--- src/rtl/updown_counter_mod_pkg.sv ---
// Shared encodings for the up/down counter family: count direction and
// limit behaviour (wrap or saturate).
package updown_counter_mod_pkg;

    localparam logic DIR_UP    = 1'b0;
    localparam logic DIR_DOWN  = 1'b1;

    localparam bit   MODE_WRAP = 1'b0;
    localparam bit   MODE_SAT  = 1'b1;

endpackage : updown_counter_mod_pkg

--- src/rtl/updown_counter_mod.sv ---
// Parametrised modulo-(MAX_VAL+1) up/down counter with load, enable,
// wrap-or-saturate limits and a registered wrap pulse for cascading.
module updown_counter_mod
    import updown_counter_mod_pkg::*;
#(
    parameter int WIDTH    = 4,
    parameter int MAX_VAL  = 2**WIDTH - 1,
    parameter bit SATURATE = MODE_WRAP
) (
    input  logic             clk,
    input  logic             reset,
    input  logic             en,
    input  logic             up_down,
    input  logic             load,
    input  logic [WIDTH-1:0] load_val,
    output logic [WIDTH-1:0] counter,
    output logic             wrap,
    output logic             at_max,
    output logic             at_min
);

    localparam logic [WIDTH-1:0] LP_MAX  = WIDTH'(MAX_VAL);
    localparam logic [WIDTH-1:0] LP_ZERO = '0;
    localparam logic [WIDTH-1:0] LP_ONE  = WIDTH'(1);

    logic [WIDTH-1:0] r_count;
    logic             r_wrap;
    logic [WIDTH-1:0] w_next_count;
    logic             w_next_wrap;
    logic             w_at_max;
    logic             w_at_min;

    assign w_at_max = (r_count == LP_MAX);
    assign w_at_min = (r_count == LP_ZERO);

    // Limits are detected by explicit compare so a non-power-of-2 MAX_VAL
    // never relies on natural WIDTH-bit overflow.
    always_comb begin
        w_next_count = r_count;
        w_next_wrap  = 1'b0;
        if (load) begin
            w_next_count = (load_val > LP_MAX) ? LP_MAX : load_val;
        end else if (en) begin
            if (up_down == DIR_UP) begin
                if (!w_at_max) begin
                    w_next_count = r_count + LP_ONE;
                end else if (SATURATE != MODE_SAT) begin
                    w_next_count = LP_ZERO;
                    w_next_wrap  = 1'b1;
                end
            end else begin
                if (!w_at_min) begin
                    w_next_count = r_count - LP_ONE;
                end else if (SATURATE != MODE_SAT) begin
                    w_next_count = LP_MAX;
                    w_next_wrap  = 1'b1;
                end
            end
        end
    end

    always_ff @(posedge clk) begin
        if (reset) begin
            r_count <= LP_ZERO;
            r_wrap  <= 1'b0;
        end else begin
            r_count <= w_next_count;
            r_wrap  <= w_next_wrap;
        end
    end

    assign counter = r_count;
    assign wrap    = r_wrap;
    assign at_max  = w_at_max;
    assign at_min  = w_at_min;

endmodule : updown_counter_mod

--- config.mk ---
export PLATFORM = sky130hd
export DESIGN_NAME = updown_counter_mod
export DESIGN_NICKNAME = d
export VERILOG_FILES = /design/src/rtl/updown_counter_mod_pkg.sv /design/src/rtl/updown_counter_mod.sv
export SDC_FILE = /design/constraint.sdc
export NUM_CORES = 1
export LEC_CHECK = 0
export ABC_AREA = 1
export CAP_MARGIN = 20
export CORE_AREA = 2 2 39 41
export CTS_CLUSTER_SIZE = 20
export DETAILED_ROUTE_END_ITERATION = 6
export DIE_AREA = 0 0 41 43
export RECOVER_POWER = 50
export SLEW_MARGIN = 20
export SYNTH_ARGS = -nofsm -noshare
export SYNTH_HDL_FRONTEND = slang
export SYNTH_SLANG_ARGS = --single-unit
--- constraint.sdc ---
create_clock -name clk -period 1.3 [get_ports clk]
set_input_delay 0.325 -clock clk [delete_from_list [all_inputs] [get_ports clk]]
set_output_delay 0.325 -clock clk [all_outputs]
set_load 0.005 [all_outputs]
==> impl_metrics.json, run 1 <==
{
  "status": "complete, but fails checks",
  "failed_checks": "setup timing",
  "synth_area_sq_um": 388,
  "grt_max_degree": 7,
  "period_share_pct": 112,
  "antenna_found_initial": 0,
  "holdPathStages": 3,
  "cts_tree": "done",
  "drc": 0,
  "drv_slew": 0,
  "viasPerCell": 4.36,
  "cp-end-kind": "primary output",
  "setup_tns_ns": -0.437,
  "wl_per_cell_um": 10.5,
  "overflow": 0,
  "p_leak_nw": 0.430,
  "cp.required_ns": 0.98,
  "async_flop_share_pct": 0,
  "synth_edf_count": 0,
  "hp-class": "in2reg",
  "synthTopCellsByCount": "nand2_1, inv_1, nand3_1, nor2_1, dfxtp_1",
  "reg2reg_to": "counter[2]$_SDFFE_PP0P_",
  "root_buffer": "clkbuf_4",
  "routed_wirelength_um": 1260,
  "finalHoldViolations": 0,
  "nets": 116,
  "clk_pin_slew_ns": 0.04,
  "reg2regPathDepth": 9,
  "track_usage_pct": 17.3,
  "grt_pass1_vias": 486,
  "busiest_layer": "met2",
  "synth_most_common_cell": "nand2_1",
  "min_from": "load_val[1]",
  "slowest_delay_ns": 0.35,
  "cts_max_path_buffers": 2,
  "ctsHoldBuffers": 0,
  "htreeDepth": 1,
  "drt_pass1_iterations": 5,
  "cts.sinks": 5,
  "crit_fanout": 2,
  "start_util_pct": 28.0,
  "critPathSlowestCell": "dfxtp_4",
  "vdd_drop_max_v": 0.000332,
  "avgSynthCellArea_sq_um": 6.16,
  "synthFlopType": "dfxtp_1",
  "ys_ff_latch": 5,
  "die_width_um": 41,
  "path_cells": "buf_6, inv_4, ha_4, nand2_2, nor2_2, buf_2",
  "gp_congestion": 0.785,
  "boundaryPins": 16,
  "clk-insertion-delay-late_ns": 0.24,
  "crit_buf_inv": 3,
  "drv_cap": 0,
  "fmax_mhz": 684,
  "n_antenna_cell": 0,
  "hold_slack_ns": 0.669,
  "startpoint": "counter[1]$_SDFFE_PP0P_",
  "setup_viol": 6,
  "rows": 14,
  "area_delta_synth_final_pct": 109,
  "ant_nets": 0,
  "dr_total_vias": 523,
  "die_h_um": 43,
  "synth_fp_nets": 74,
  "r2r-start": "counter[0]$_SDFFE_PP0P_",
  "rsz0062_at_grt": "yes",
  "io_buffers": 15,
  "min_period_ns": 1.46,
  "ys_seq_area_share_pct": 25.8,
  "arrival_ns": 1.14,
  "rrSetupSlack_ns": -0.01,
  "setup_slack_ns": -0.162,
  "numCtsBuffers": 3,
  "postSynthCellCount": 63,
  "use_met1_pct": 21.4,
  "slew_headroom_pct": 82.0,
  "yosysWarningCount": 0,
  "cp-start-kind": "flip-flop",
  "worstSetupPathType": "reg2out",
  "grt_pass1_wl_um": 2000,
  "p_per_area_nw_per_um2": 774,
  "synth.largest_area_cell": "dfxtp_1",
  "dp_hpwl_um": 876,
  "whs_endpoint": "counter[1]$_SDFFE_PP0P_",
  "drtIter0Drc": 6,
  "synth_top_area_share_pct": 25.8,
  "synthTopCellsByArea": "dfxtp_1, nand2_1, inv_1, nand3_1, nor2_1",
  "worst_slew_pin_slew_ns": 0.269,
  "yosysUniqueCellTypes": 15,
  "use_met2_pct": 26.6,
  "layout-drive-gt1-share_pct": 41.3,
  "skew_ns": 0.00234,
  "die_area_sq_um": 1760,
  "core-area_sq_um": 1380,
  "cpLargestDelayFamily": "flip-flops",
  "grtUsageMet3_pct": 6.28
}
layer usage:
layer | part of all wire, % | up-vias
met4 | 0.63 | 0
met5 | 0 | -
met1 | 45 | 231
li1 | - | 277
met3 | 4.3 | 2
met2 | 50 | 13
kinds of logic (layout without fill, tap and decap cells):
kind of cell,Yosys count,in the layout,synth area share [%]
compound gates,5,5,9.03
xor+xnor,2,2,4.52
fa+ha+maj,2,2,6.45
buf+inv,12,53,13.5
flops,5,5,25.8
simple gates,37,37,40.6
how the worst max path moves through the flow:
stage | slack, ns | cells past startpoint | endpoint
finish | -0.16 | 6 | at_min
global route | -0.22 | 6 | at_min
CTS | -0.17 | 6 | at_min
detailed placement | -0.32 | 4 | at_max
global placement | -0.29 | 4 | at_max
floorplan | 0.12 | 8 | counter[3]$_SDFFE_PP0P_
cells in the final DEF, fill, tap and decap left out, types with 2 or more instances in the layout:
cell             synthesis  final
nand2_1                 21     20
buf_4                    0     17
inv_1                   11      9
clkdlybuf4s50_1          0      8
buf_6                    1      8
nor2_1                   7      6
nand3_1                  7      6
dlygate4sd2_1            0      4
clkbuf_4                 0      3
dfxtp_2                  0      3
inv_4                    0      2
xor2_1                   2      2
a21oi_2                  1      2
ha_4                     0      2
power by group:
part | internal [W] | switching (W) | total, W
sequential | 0.000166 | 0.0000110 | 0.000177
combinational | 0.000161 | 0.000112 | 0.000273
clock | 0.000116 | 0.0000622 | 0.000178
total | 0.000443 | 0.000186 | 0.000629
state kept, by name, indices dropped and copies added (netlist names):
signal,cells
counter,4
wrap,1
timing repair:
action | 4_1_cts | 5_1_grt
endpoints found under the hold margin | 0 | 0
setup endpoints to repair | 9 | 7
pin swaps | 5 | 2
gates resized for setup | 38 | 3
setup buffers | 8 | 0
gates cloned | 0 | 0
through the flow:
stage / instance area, sq um / setup WS [ns] / cells / utilization, % / power (W)
after floorplan: 388 / 0.119 / 63 / - / 0.000267
after global placement: 667 / -0.289 / 109 / 48.2 / 0.000393
after detailed placement: 667 / -0.317 / 109 / 48.2 / 0.000394
after CTS: 795 / -0.166 / 120 / 57.4 / 0.000625
after global routing: 812 / -0.225 / 120 / 58.7 / 0.000679
final: 812 / -0.162 / 120 / 58.7 / 0.000629
worst min-delay path, stage by stage:
cell and delay, ns:
clkdlybuf4s50_1 0.39, nand2_1 0.06, a31oi_1 0.09
layout make-up:
type                            instances  area, sq um
Fill cell                             134          572
Timing Repair Buffer                   38          338
Multi-Input combinational cell         46          274
Sequential cell                         5          108
Inverter                               11         46.3
Clock buffer                            4         26.3
Tap cell                               16         20.0
Note: power is estimated with default switching activity, not from simulation.
==> run 2: changes to the inputs <==
--- a/config.mk
+++ b/config.mk
@@ -12,7 +12,6 @@
 export DETAILED_ROUTE_END_ITERATION = 6
 export DIE_AREA = 0 0 41 43
 export RECOVER_POWER = 50
-export SLEW_MARGIN = 20
 export SYNTH_ARGS = -nofsm -noshare
 export SYNTH_HDL_FRONTEND = slang
 export SYNTH_SLANG_ARGS = --single-unit
==> constraint.sdc (replaced) <==
create_clock -name clk -period 1.3 [get_ports clk]
set_input_delay 0.195 -clock clk [delete_from_list [all_inputs] [get_ports clk]]
set_output_delay 0.195 -clock clk [all_outputs]
set_load 0.005 [all_outputs]
==> run 2 against run 1 <==
  * The run still ends with setup timing left
  * Total power fell by 5.6%
  * First-iteration DRC count rose by 33%
  * Sequential share of layout area rose by 1.6 points
  * Sequential cell count did not move
  * Final area fell by 11%
  * Worst setup slack improved by 0.13 ns
  * Clock power rose by 5%
  * Critical endpoint unchanged
  * Largest power group unchanged
==> impl_metrics.json, run 2 (synthesized netlist as in run 1, its figures left out) <==
{
  "final_common_cell": "nand2_1",
  "worst_slew_pin_slew_ns": 0.330,
  "start_util_pct": 28.0,
  "rows": 14,
  "clk-insertion-delay-late_ns": 0.25,
  "cts_max_path_buffers": 2,
  "failed_checks": "setup timing",
  "stdcell_count": 113,
  "status": "complete, but fails checks",
  "setup_slack_ns": -0.0275,
  "p_leak_nw": 0.381,
  "dp.cells": 106,
  "dr_total_vias": 511,
  "antenna_found_initial": 0,
  "crit_fanout": 3,
  "cp-start-kind": "flip-flop",
  "die_width_um": 41,
  "period_share_pct": 102,
  "drv_cap": 0,
  "cp.required_ns": 1.11,
  "core-area_sq_um": 1380,
  "cts_tree": "done",
  "fmax_mhz": 753,
  "drc": 0,
  "grt_pass1_vias": 464,
  "layout-drive-gt1-share_pct": 35.1,
  "track_usage_pct": 16.3,
  "ant_nets": 0,
  "largest_register_ffs": 4,
  "root_buffer": "clkbuf_4",
  "vdd_drop_max_v": 0.000298,
  "finalHoldViolations": 0,
  "grt_max_degree": 7,
  "nFillCells": 152,
  "wl_per_cell_um": 10.3,
  "slew_headroom_pct": 77.9,
  "routed_wirelength_um": 1170,
  "die_area_sq_um": 1760,
  "numCtsBuffers": 3,
  "die_h_um": 43,
  "mostFrequentLayoutCells": "nand2_1, buf_4, inv_1, clkdlybuf4s50_1, nand3_1",
  "hold_slack_ns": 0.546,
  "rrSetupSlack_ns": 0.06,
  "min_period_ns": 1.33,
  "rsz0062_at_grt": "yes",
  "arrival_ns": 1.13,
  "viasPerCell": 4.52,
  "gp_congestion": 0.805,
  "clk_pin_slew_ns": 0.04,
  "drtIter0Drc": 8,
  "setup_viol": 1,
  "drt_pass1_iterations": 4,
  "worstSetupPathType": "reg2out",
  "cp-end-kind": "primary output",
  "area_delta_synth_final_pct": 86.5,
  "hp-class": "in2reg",
  "skew_ns": 0.00389,
  "drv_slew": 0,
  "p_per_area_nw_per_um2": 821,
  "overflow": 0,
  "boundaryPins": 16,
  "ctsHoldBuffers": 0,
  "dp_hpwl_um": 895,
  "htreeDepth": 1,
  "nets": 109,
  "n_antenna_cell": 0,
  "io_buffers": 15,
  "cts.sinks": 5,
  "grt_pass1_wl_um": 1840
}
[run 2: area by class of cell]
cell class	instances	area (sq um)	area share [%]
inverters	11	46.3	6.40
multi-input cells	46	259	35.8
flip-flops and latches	5	108	14.9
well taps	16	20.0	2.77
clock buffers	4	26.3	3.63
repair buffers	31	264	36.5
[run 2: layer usage]
| metal | global-route usage [%] | wire length (um) | vias up |
|---|---|---|---|
| met1 | 18.6 | 478 | 222 |
| met5 | 0 | 0 | - |
| li1 | - | - | 264 |
| met3 | 3.14 | 64 | 4 |
| met2 | 24.4 | 587 | 21 |
| met4 | 14.0 | 35 | 0 |
[run 2: worst max-delay path, cell delays in order, from the launching register on]
cell,delay (ns)
dfxtp_4,0.34
buf_6,0.12
inv_4,0.05
ha_4,0.12
nand2_2,0.04
nor2_2,0.09
buf_2,0.12
[run 2: worst paths after layout]
kind         cells past startpoint                       to                     from
max                              6                   at_min  counter[1]$_SDFFE_PP0P_
min                              3  counter[1]$_SDFFE_PP0P_              load_val[1]
max reg2reg                      9  counter[2]$_SDFFE_PP0P_  counter[1]$_SDFFE_PP0P_
min reg2reg                      3  counter[3]$_SDFFE_PP0P_  counter[3]$_SDFFE_PP0P_
[run 2: report_power, final]
| part | switching, W | internal, W | leakage, nW |
|---|---|---|---|
| Clock | 0.0000705 | 0.000116 | 0.0150 |
| Sequential | 0.00000981 | 0.000166 | 0.0428 |
| Combinational | 0.000102 | 0.000129 | 0.323 |
| Total | 0.000182 | 0.000411 | 0.381 |
[run 2: stage by stage]
| stage | total power (W) | TNS [ns] | utilization, % | setup slack [ns] | cell area [sq um] |
|---|---|---|---|---|---|
| after floorplan | 0.000267 | 0 | - | 0.119 | 388 |
| after global placement | 0.000384 | -0.406 | 46.6 | -0.161 | 644 |
| after detailed placement | 0.000386 | -0.461 | 46.6 | -0.198 | 644 |
| after CTS | 0.000593 | -0.106 | 51.8 | -0.0594 | 717 |
| after global routing | 0.000634 | -0.0766 | 52.3 | -0.0763 | 723 |
| final | 0.000593 | -0.0275 | 52.3 | -0.0275 | 723 |
[run 2: repair_timing]
action                                  CTS  global route
gates resized for setup                  23             6
pin swaps                                 5             3
setup buffers                             4             0
endpoints found under the setup margin    8             4
==> run 3: changes to the inputs <==
--- a/config.mk
+++ b/config.mk
@@ -8,6 +8,7 @@
 export ABC_AREA = 1
 export CAP_MARGIN = 20
 export CORE_AREA = 2 2 39 41
+export CTS_BUF_LIST = sky130_fd_sc_hd__clkbuf_8
 export CTS_CLUSTER_SIZE = 20
 export DETAILED_ROUTE_END_ITERATION = 6
 export DIE_AREA = 0 0 41 43
==> run 3 against run 2 <==
  * The run now ends clean
  * Register-to-register slack barely moved
  * Core utilization grew 2.6 points
  * Critical path depth unchanged
==> impl_metrics.json, run 3 (synthesized netlist as in run 1, its figures left out) <==
{
  "status": "finished clean",
  "rsz0062_at_grt": "yes",
  "die_h_um": 43,
  "worstSetupPathType": "reg2out",
  "ant_nets": 0,
  "nets": 109,
  "numCtsBuffers": 3,
  "drc": 0,
  "cp-end-kind": "primary output",
  "viasPerCell": 4.42,
  "htreeDepth": 1,
  "start_util_pct": 28.0,
  "cp.required_ns": 1.11,
  "grt_pass1_vias": 479,
  "core-area_sq_um": 1380,
  "drt_pass1_iterations": 4,
  "n_antenna_cell": 0,
  "ctsHoldBuffers": 0,
  "antenna_found_initial": 0,
  "skew_ns": 0.000623,
  "layout-drive-gt1-share_pct": 36.1,
  "final_area_sq_um": 759,
  "drv_cap": 0,
  "crit_buf_inv": 3,
  "boundaryPins": 16,
  "p_per_area_nw_per_um2": 913,
  "stdcell_count": 113,
  "cp-start-kind": "flip-flop",
  "clk-insertion-delay-late_ns": 0.22,
  "dp_hpwl_um": 895,
  "finalHoldViolations": 0,
  "die_width_um": 41,
  "cts_max_path_buffers": 2,
  "grt_max_degree": 7,
  "clk_pin_slew_ns": 0.04,
  "drv_slew": 0,
  "dp.cells": 106,
  "cts.sinks": 5,
  "arrival_ns": 1.08,
  "track_usage_pct": 17.3,
  "worst_slew_pin_slew_ns": 0.331,
  "dr_total_vias": 500,
  "io_buffers": 15,
  "gp_congestion": 0.805,
  "rows": 14,
  "fmax_mhz": 782,
  "final_common_cell": "nand2_1",
  "slowest_delay_ns": 0.34,
  "wl_per_cell_um": 10.5,
  "setup_viol": 0,
  "placed_area_sq_um": 644,
  "cpLargestDelayFamily": "flip-flops",
  "hold_slack_ns": 0.569,
  "die_area_sq_um": 1760,
  "area_delta_synth_final_pct": 95.8,
  "p_leak_nw": 0.418,
  "crit_fanout": 3,
  "drtIter0Drc": 6,
  "hp-class": "in2reg",
  "cts_tree": "done",
  "grt_pass1_wl_um": 1950,
  "period_share_pct": 98.3,
  "slew_headroom_pct": 77.8,
  "root_buffer": "clkbuf_8",
  "path_cells": "buf_6, inv_4, ha_4, nand2_2, nor2_2, buf_2",
  "overflow": 0,
  "setup_tns_ns": 0,
  "mostFrequentLayoutCells": "nand2_1, buf_4, inv_1, clkdlybuf4s50_1",
  "min_period_ns": 1.28,
  "vdd_drop_max_v": 0.000405,
  "critPathSlowestCell": "dfxtp_4",
  "largest_register_ffs": 4,
  "routed_wirelength_um": 1190
}
-- run 3: changes by cell type in the layout (fill, tap and decap cells not counted), sizes merged --
cell / delta
clkdlybuf4s15: -1
dlymetal6s2s: +2
dlygate4sd2: -1
clkbuf: -1
inv: +1
-- run 3: through the flow --
step           power (W)  worst slack [ns]  util [%]
2_1_floorplan   0.000267             0.119         -
3_3_place_gp    0.000384            -0.161      46.6
3_5_place_dp    0.000386            -0.198      46.6
4_1_cts         0.000688           -0.0369      53.3
5_1_grt         0.000737           -0.0593      54.9
6_report        0.000694            0.0220      54.9
-- run 3: cell type report --
type	count	area [sq um]
fillers	148	624
multi-input cells	46	274
repair buffers	31	267
flip-flops and latches	5	110
inverters	11	43.8
clock buffers	3	41.3
well taps	16	20.0
clock inverters	1	3.75
-- run 3: worst paths after layout --
path | start | endpoint | slack (ns) | cells after the start
min | load_val[1] | counter[1]$_SDFFE_PP0P_ | 0.57 | 3
max reg2reg | counter[1]$_SDFFE_PP0P_ | counter[2]$_SDFFE_PP0P_ | 0.05 | 9
max | counter[1]$_SDFFE_PP0P_ | at_min | 0.02 | 6
min reg2reg | counter[3]$_SDFFE_PP0P_ | counter[3]$_SDFFE_PP0P_ | 0.64 | 3
-- run 3: timing repair --
action,CTS,global route
setup endpoints to repair,8,5
gates resized for setup,20,9
pin swaps,2,3
endpoints found under the hold margin,0,0
setup buffers,2,1
-- run 3: tightest hold or removal path, stage by stage --
cell	delay, ns
clkdlybuf4s50_1	0.39
nand2_1	0.06
a31oi_1	0.09
-- run 3: routing by layer --
| layer | wire, um | up-vias | global-route usage, % |
|---|---|---|---|
| met3 | 65 | 4 | 4.71 |
| met2 | 602 | 15 | 25.6 |
| met5 | 0 | - | 0 |
| met1 | 494 | 218 | 20.2 |
| met4 | 27 | 0 | 12.0 |
| li1 | - | 263 | - |
-- run 3: power breakdown --
group          internal [W]  leakage, nW  switching, W
sequential         0.000166       0.0432     0.0000129
clock              0.000203       0.0269     0.0000828
combinational      0.000129        0.348      0.000100
